**src/rtl/hyper_evt_tracker.sv**
```systemverilog
// Per-channel HyperBus transfer tracker: queues launch direction, pairs each end-of-transfer
// with the oldest outstanding launch and emits read/write completion pulses and counts.
module hyper_evt_tracker #(
    parameter int unsigned NB_CH = 2,
    parameter int unsigned DEPTH = 4,
    parameter int unsigned CNT_W = 16
) (
    input  logic                               sys_clk_i,
    input  logic                               rstn_i,
    input  logic [NB_CH-1:0]                   rx_evt_i,
    input  logic [NB_CH-1:0]                   tx_evt_i,
    input  logic [NB_CH-1:0]                   eot_i,
    input  logic [NB_CH-1:0]                   clr_i,
    input  logic                               cnt_clr_i,
    output logic [NB_CH-1:0]                   evt_rd_done_o,
    output logic [NB_CH-1:0]                   evt_wr_done_o,
    output logic [NB_CH-1:0]                   pending_o,
    output logic [NB_CH*$clog2(DEPTH+1)-1:0]   level_o,
    output logic [NB_CH*CNT_W-1:0]             rd_cnt_o,
    output logic [NB_CH*CNT_W-1:0]             wr_cnt_o,
    output logic [NB_CH-1:0]                   ovf_o,
    output logic [NB_CH-1:0]                   unf_o,
    output logic [NB_CH-1:0]                   conflict_o
);

    localparam int unsigned PTR_W = $clog2(DEPTH);
    localparam int unsigned LVL_W = $clog2(DEPTH + 1);

    for (genvar c = 0; c < NB_CH; c++) begin : g_ch
        logic [DEPTH-1:0] mem_q;
        logic [PTR_W-1:0] wptr_q;
        logic [PTR_W-1:0] rptr_q;
        logic [LVL_W-1:0] level_q;
        logic [LVL_W-1:0] level_d;
        logic [CNT_W-1:0] rd_cnt_q;
        logic [CNT_W-1:0] wr_cnt_q;
        logic             pending_q;
        logic             rd_done_q;
        logic             wr_done_q;
        logic             ovf_q;
        logic             unf_q;
        logic             conflict_q;

        logic push_req;
        logic push_ok;
        logic pop;
        logic head;
        logic empty;
        logic full;
        logic drop;
        logic rd_inc;
        logic wr_inc;

        always_comb begin
            push_req = rx_evt_i[c] ^ tx_evt_i[c];
            empty    = (level_q == '0);
            full     = (level_q == LVL_W'(DEPTH));
            head     = mem_q[rptr_q];
            pop      = eot_i[c] & ~empty;
            // A pop in the same cycle frees the slot, so a push into a full queue still lands.
            push_ok  = push_req & (~full | pop);
            drop     = push_req & full & ~pop;
            rd_inc   = ~clr_i[c] & pop & head;
            wr_inc   = ~clr_i[c] & pop & ~head;
            level_d  = level_q;
            if (push_ok && !pop) begin
                level_d = level_q + LVL_W'(1);
            end else if (pop && !push_ok) begin
                level_d = level_q - LVL_W'(1);
            end
        end

        always_ff @(posedge sys_clk_i) begin
            if (!rstn_i) begin
                mem_q      <= '0;
                wptr_q     <= '0;
                rptr_q     <= '0;
                level_q    <= '0;
                pending_q  <= 1'b0;
                rd_done_q  <= 1'b0;
                wr_done_q  <= 1'b0;
                ovf_q      <= 1'b0;
                unf_q      <= 1'b0;
                conflict_q <= 1'b0;
                rd_cnt_q   <= '0;
                wr_cnt_q   <= '0;
            end else begin
                if (clr_i[c]) begin
                    wptr_q     <= '0;
                    rptr_q     <= '0;
                    level_q    <= '0;
                    pending_q  <= 1'b0;
                    rd_done_q  <= 1'b0;
                    wr_done_q  <= 1'b0;
                    ovf_q      <= 1'b0;
                    unf_q      <= 1'b0;
                    conflict_q <= 1'b0;
                end else begin
                    if (push_ok) begin
                        mem_q[wptr_q] <= rx_evt_i[c];
                        wptr_q        <= wptr_q + PTR_W'(1);
                    end
                    if (pop) begin
                        rptr_q <= rptr_q + PTR_W'(1);
                    end
                    level_q    <= level_d;
                    pending_q  <= (level_d != '0);
                    rd_done_q  <= pop & head;
                    wr_done_q  <= pop & ~head;
                    ovf_q      <= ovf_q | drop;
                    unf_q      <= unf_q | (eot_i[c] & empty);
                    conflict_q <= conflict_q | (rx_evt_i[c] & tx_evt_i[c]);
                end
                // Counters advance on the same edge that raises the matching done pulse.
                if (cnt_clr_i) begin
                    rd_cnt_q <= '0;
                    wr_cnt_q <= '0;
                end else begin
                    if (rd_inc && !(&rd_cnt_q)) begin
                        rd_cnt_q <= rd_cnt_q + CNT_W'(1);
                    end
                    if (wr_inc && !(&wr_cnt_q)) begin
                        wr_cnt_q <= wr_cnt_q + CNT_W'(1);
                    end
                end
            end
        end

        assign evt_rd_done_o[c]                 = rd_done_q;
        assign evt_wr_done_o[c]                 = wr_done_q;
        assign pending_o[c]                     = pending_q;
        assign level_o[c*LVL_W +: LVL_W]        = level_q;
        assign rd_cnt_o[c*CNT_W +: CNT_W]       = rd_cnt_q;
        assign wr_cnt_o[c*CNT_W +: CNT_W]       = wr_cnt_q;
        assign ovf_o[c]                         = ovf_q;
        assign unf_o[c]                         = unf_q;
        assign conflict_o[c]                    = conflict_q;
    end

endmodule

```
**config.mk**
```make
export PLATFORM = sky130hd
export DESIGN_NAME = hyper_evt_tracker
export DESIGN_NICKNAME = d
export VERILOG_FILES = /design/src/rtl/hyper_evt_tracker.sv
export SDC_FILE = /design/constraint.sdc
export NUM_CORES = 1
export LEC_CHECK = 0
export ABC_CLOCK_PERIOD_IN_PS = 2200
export BUFFER_PORTS_ARGS = -buffer_cell sky130_fd_sc_hd__buf_2
export CAP_MARGIN = 0
export CORE_AREA = 4 4 141 89
export DETAILED_ROUTE_END_ITERATION = 8
export DIE_AREA = 0 0 145 93
export GPL_TIMING_DRIVEN = 0
export PLACE_DENSITY = 0.75
export RECOVER_POWER = 50
export SYNTH_ARGS = -nofsm -noshare
export SYNTH_HDL_FRONTEND = slang
export SYNTH_SLANG_ARGS = --single-unit
export TNS_END_PERCENT = 1
```
**constraint.sdc**
```tcl
create_clock -name sys_clk_i -period 2.2 [get_ports sys_clk_i]
set_clock_uncertainty 0.2 [all_clocks]
set_input_delay 0.22 -clock sys_clk_i [delete_from_list [all_inputs] [get_ports sys_clk_i]]
set_output_delay 0.22 -clock sys_clk_i [all_outputs]
set_load 0.02 [all_outputs]
```
# ---- Yosys cells after proc, flatten, opt, wreduce, memory -nomap -nowiden
# Index checks and enable logic that the tools add are counted.
dict set report word_totals {
  out_inout_bits 82
  wordCells 132
  input_bits 11
  register_bits 98
}
dict set report op_classes {
  reduce_logical 31
  n_addsub 12
  bitwise_logic 43
  n_lt_le_gt_ge 6
  mux 14
  eq_ne 2
}
# operator n
set op_table {}
lappend op_table {{$add 16x1->16 const B} 4}
lappend op_table {{$reduce_and 16->1} 4}
lappend op_table {{$and 1x1->1} 22}
lappend op_table {{$lt 2x3->1 const B} 4}
lappend op_table {{$mux 3} 4}
lappend op_table {{$not 1->1} 11}
lappend op_table {{$logic_and 1x1->1} 10}
lappend op_table {{$add 2x1->2 const B} 4}
lappend op_table {{$bwmux 4} 2}
lappend op_table {{$logic_not 1->1} 8}
lappend op_table {{$or 1x1->1} 8}
lappend op_table {{$add 3x1->3 const B} 2}
lappend op_table {{$eq 3x3->1 const B} 2}
lappend op_table {{$logic_not 3->1} 2}
lappend op_table {{$reduce_bool 3->1} 2}
lappend op_table {{$reduce_or 2->1} 3}
lappend op_table {{$sub 3x1->3 const B} 2}
lappend op_table {{$bmux 1 s2} 2}
lappend op_table {{$demux 1 s2} 2}
lappend op_table {{$ge 2x1->1 const B} 2}
lappend op_table {{$mux 1} 4}
lappend op_table {{$reduce_and 2->1} 2}
lappend op_table {{$xor 1x1->1} 2}

# ---- Longest topological paths before layout
dict set report depth {
  ltp_word 10
  mapped_depth 9
  mapped_depth_nobuf 7
}

# ---- Worst setup path before layout
# OpenSTA, ideal clock, no wires.
dict set report synth_timing {
  path_kind {flip-flop to flip-flop}
  start {reg g_ch[0].level_q[1]}
  end {reg g_ch[0].rd_cnt_q[10]}
  path_buffers 2
  setup_ps 128
  t_arrival_ps 2145
  required_time_ps 1872
  synth_period_minus_slack_ps 2472
  path_stages_with_launch 10
  slack_ps -272
  cell_sequence {dfxtp_1 > inv_1 > ha_1 > nor2b_1 > or3b_1 > buf_2 > buf_6 > nor4_1 > xnor2_1 > nor2_1}
}
dict set report synth_between {
  elab_chain_len 6
}
# item line_no
set synth_lines {}
lappend synth_lines {{start, declared} 33} ;# logic [LVL_W-1:0] level_q;
lappend synth_lines {{start signal, assigned} 106} ;# level_q <= level_d;
lappend synth_lines {{$logic_not 3->1} 56} ;# empty = (level_q == '0);
lappend synth_lines {{$not 1->1} 59} ;# pop = eot_i[c] & ~empty;
lappend synth_lines {{$and 1x1->1} 59}
lappend synth_lines {{$and 1x1->1 (2 in series)} 63} ;# rd_inc = ~clr_i[c] & pop & head;
lappend synth_lines {{$logic_and 1x1->1} 119} ;# if (rd_inc && !(&rd_cnt_q)) begin
lappend synth_lines {{end signal, assigned} 120} ;# rd_cnt_q <= rd_cnt_q + CNT_W'(1);
lappend synth_lines {{end, declared} 35} ;# logic [CNT_W-1:0] rd_cnt_q;
# No other way between the ends.
# A chain may end at the register's enable or synchronous reset.

# ---- Worst setup path after layout
dict set report layout_timing {
  start {reg g_ch[0].rptr_q[0]}
  end {reg g_ch[0].wr_cnt_q[7]}
}
dict set report layout_between {
  elab_chain_len 5
}
# item line_no
set layout_lines {}
lappend layout_lines {{start, declared} 32} ;# logic [PTR_W-1:0] rptr_q;
lappend layout_lines {{start signal, assigned} 104} ;# rptr_q <= rptr_q + PTR_W'(1);
lappend layout_lines {{$bmux 1 s2} 58} ;# head = mem_q[rptr_q];
lappend layout_lines {{$mux 1 (implied by the code)} 58}
lappend layout_lines {{$not 1->1} 64} ;# wr_inc = ~clr_i[c] & pop & ~head;
lappend layout_lines {{$and 1x1->1} 64}
lappend layout_lines {{$logic_and 1x1->1} 122} ;# if (wr_inc && !(&wr_cnt_q)) begin
lappend layout_lines {{end signal, assigned} 123} ;# wr_cnt_q <= wr_cnt_q + CNT_W'(1);
lappend layout_lines {{end, declared} 36} ;# logic [CNT_W-1:0] wr_cnt_q;
# No other way between the ends. The select of a mux whose other input is x is not followed.

==> flow_summary.ini <==
[place]
place.gp.congestion = 0.870
preCtsSetupSlack_ns = -0.283
port_buffers = 92
dp_hpwl_mm = 9.12
dpl_cell_area_um2 = 5660
dp.cells = 812

[timing]
worstMarginPinSlew_ns = 0.673
fmax_mhz = 443
setup_violations = 6
finalHoldWorstSlack_ns = 0.00933
slew_headroom_pct = 54.8
slew_viol_final = 0
rsz0062_at_grt = true
fin_crit_ns = 2.26
finalWorstSetupSlack_ns = -0.0588
hold_violations = 0
fin_crit_sh_pct = 103

[critical_path]
crit_required_ns = 2.22
crit_fanout = 6
r2r_cells = 6
cp.arrival_ns = 2.28
critPathLaunchType = register
crit_path_start = g_ch[0].rptr_q[0]$_SDFFE_PP0P_
path_class = reg2reg
cp-end-kind = register
timing.rr.start = g_ch[0].rptr_q[0]$_SDFFE_PP0P_

[route]
ant_nets = 0
dr.pass1.iters = 5
via_count = 4613
wl_met2_mm = 5.96
dr_wl_met3_um = 823
routed_wl_mm = 13.0
route.detailed.drc = 0
drt_iter0_drc = 270
wl_met1_mm = 6.08
viasPerCell = 5.52
avgRoutedWirePerCell_um = 15.6
highest_layer = met4

[synth]
async_flop_share_pct = 0
yosys-top-cells-area = dfxtp_1, nor2_1, xor2_1
yosysSeqAreaShare_pct = 39.4
ys_warn_count = 0
syn_nets = 607
yosys.area.top_type = dfxtp_1
ys_seq_elements = 98
synth_edf_count = 0
synth_area_per_cell_um2 = 8.65
yosysUniqueCellTypes = 49
yosysTopAreaCellShare_pct = 39.4
synth.cell_area_um2 = 4980
synth_flop_cell = dfxtp_1
syn_inst = 576

[cells_and_area]
layout.nets = 718
area_delta_synth_final_pct = 24.9
drive_above_1_share_pct = 21.6
antennaDiodeCount = 0
post-route-util_pct = 55.8
fin_area_um2 = 6220
stdcell_count = 835
layout_common_cells = nor2_1, dfxtp_1, buf_2
final_common_cell = nor2_1

[run_status]
violations = negative setup slack
status = complete, but fails checks

[min_path]
min_from = rx_evt_i[1]
min_path_type = in2reg
hold_depth = 3

[pwr]
intPower_mw = 2.75
p_comb_share_pct = 9.5
sw_frac_of_total_pct = 24.4
power_frac_clock_pct = 40.5
ir_worst_vdd_mv = 0.363
p_per_area_nw_per_um2 = 584
pwr-share-seq_pct = 50.0
leakagePower_nw = 2.36
p_sw_mw = 0.885

[floorplan]
core-area_um2 = 11100
die_x_um = 145
dieArea_um2 = 13500
start_util_pct = 44.7
rows = 30
die_h_um = 93
ios = 93

[grt]
antenna_found_initial = 0
globalRouteOverflowTotal = 0
grt_max_degree = 15
grt_pass1_vias = 4449
grt_pass1_wl_mm = 21.4
grt_usage_pct = 19.0

[clocking]
h-tree-depth = 3
cts_tree = built
clock_path_buffers = 2
cts_sinks = 98
cts_made_buffers = 9
clockRootBuffer = clkbuf_16
clkTransAtPathRegs_ns = 0.06
clkLatencyLatePin_ns = 0.34

[flow_run]
drv_cap = 0
synthesized netlist by cell type, types with 2 or more instances:
cell type   n
nor4_2      5
nand4b_1    3
a311oi_1    2
nor3_1     15
clkbuf_1   17
nor2b_1     5
a31oi_1     4
nor4b_2     2
nand2_1    38
mux2i_1    18
a21oi_1    12
nand4_1    23
mux4_2      2
xor2_1     36
nand3_1    24
o31ai_1     2
o41ai_1     2
dfxtp_1    98
o21ai_1     6
o2111ai_1   2
o22ai_1     2
o21ai_0     5
or3_1       3
o211ai_1    9
and3_1     10
ha_1       20
a22oi_1     2
xnor2_1    23
nand2b_1   11
and3b_1     2
buf_4      12
inv_1      16
nor4_1     13
nor2_1     98
or4_1       5
a211oi_1    3
buf_2       3
and2_1      6
and4_1      7
registers in the layout, summed over array words and instances (netlist names):
name,flops
g_ch.rptr_q,4
g_ch.rd_done_q,2
g_ch.wptr_q,4
g_ch.conflict_q,2
g_ch.unf_q,2
g_ch.wr_cnt_q,32
g_ch.pending_q,2
g_ch.mem_q,8
g_ch.wr_done_q,2
g_ch.level_q,6
g_ch.ovf_q,2
g_ch.rd_cnt_q,32
final timing paths:
check / slack, ns / endpoint
min: 0.009 / g_ch[1].mem_q[3]$_SDFFE_PN0P_
min reg2reg: 0.27 / g_ch[1].conflict_q$_SDFF_PP0_
max reg2reg: -0.06 / g_ch[0].wr_cnt_q[7]$_SDFFE_PP0P_
max: -0.06 / g_ch[0].wr_cnt_q[7]$_SDFFE_PP0P_
worst max-delay path, stage by stage, from the launching register on:
cell and delay, ns:
dfxtp_4 0.35, mux4_2 0.57, or3_4 0.48, buf_6 0.17, nor3_2 0.19, xnor2_1 0.14, nor2_1 0.05
power groups by stage:
stage               Sequential, mW  Clock [mW]  Combinational [mW]
global route                  1.82        1.58               0.385
global placement              1.85           0               0.308
floorplan                     1.86           0               0.226
finish                        1.82        1.47               0.346
detailed placement            1.86           0               0.320
CTS                           1.82        1.50               0.338
cell type report:
type,instances,area [µm²]
Fill cell,1009,4930
Inverter,16,60.1
Sequential cell,98,1980
Clock inverter,3,15.0
Timing Repair Buffer,101,492
Clock buffer,12,256
Buffer,33,195
Tap cell,144,180
Multi-Input combinational cell,428,3040
routing by layer:
layer | track usage (%) | up-vias
met1 | 25.4 | 2197
met5 | 0 | -
met2 | 30.3 | 157
met3 | 4.89 | 18
li1 | - | 2241
met4 | 6.32 | 0
metrics by stage:
step           power (mW)  TNS [ns]
3_3_place_gp         2.16     -3.07
4_1_cts              3.65    -0.173
5_1_grt              3.78     -2.56
3_5_place_dp         2.18     -5.18
6_report             3.63    -0.189
2_1_floorplan        2.09    -0.328
kinds of logic (layout without fill, tap and decap cells):
group / Yosys count / after routing / synth area share (%)
muxes: 20 / 20 / 4.52
DFF: 98 / 98 / 39.4
adders and majority gates: 20 / 20 / 5.02
AOI/OAI and AO/OA: 53 / 53 / 6.91
xor gates and xnor gates: 59 / 59 / 10.4
buffers and inverters: 50 / 165 / 4.90
and+or+nand+nor: 276 / 276 / 28.9
what timing repair did:
action,CTS,global route
setup endpoints to repair,54,60
hold buffers,1,0
pin swaps,10,12
buffers inserted,1,7
hold endpoints to repair,1,0
gates resized for setup,35,30
No activity file was read; power rests on OpenSTA's default activity.
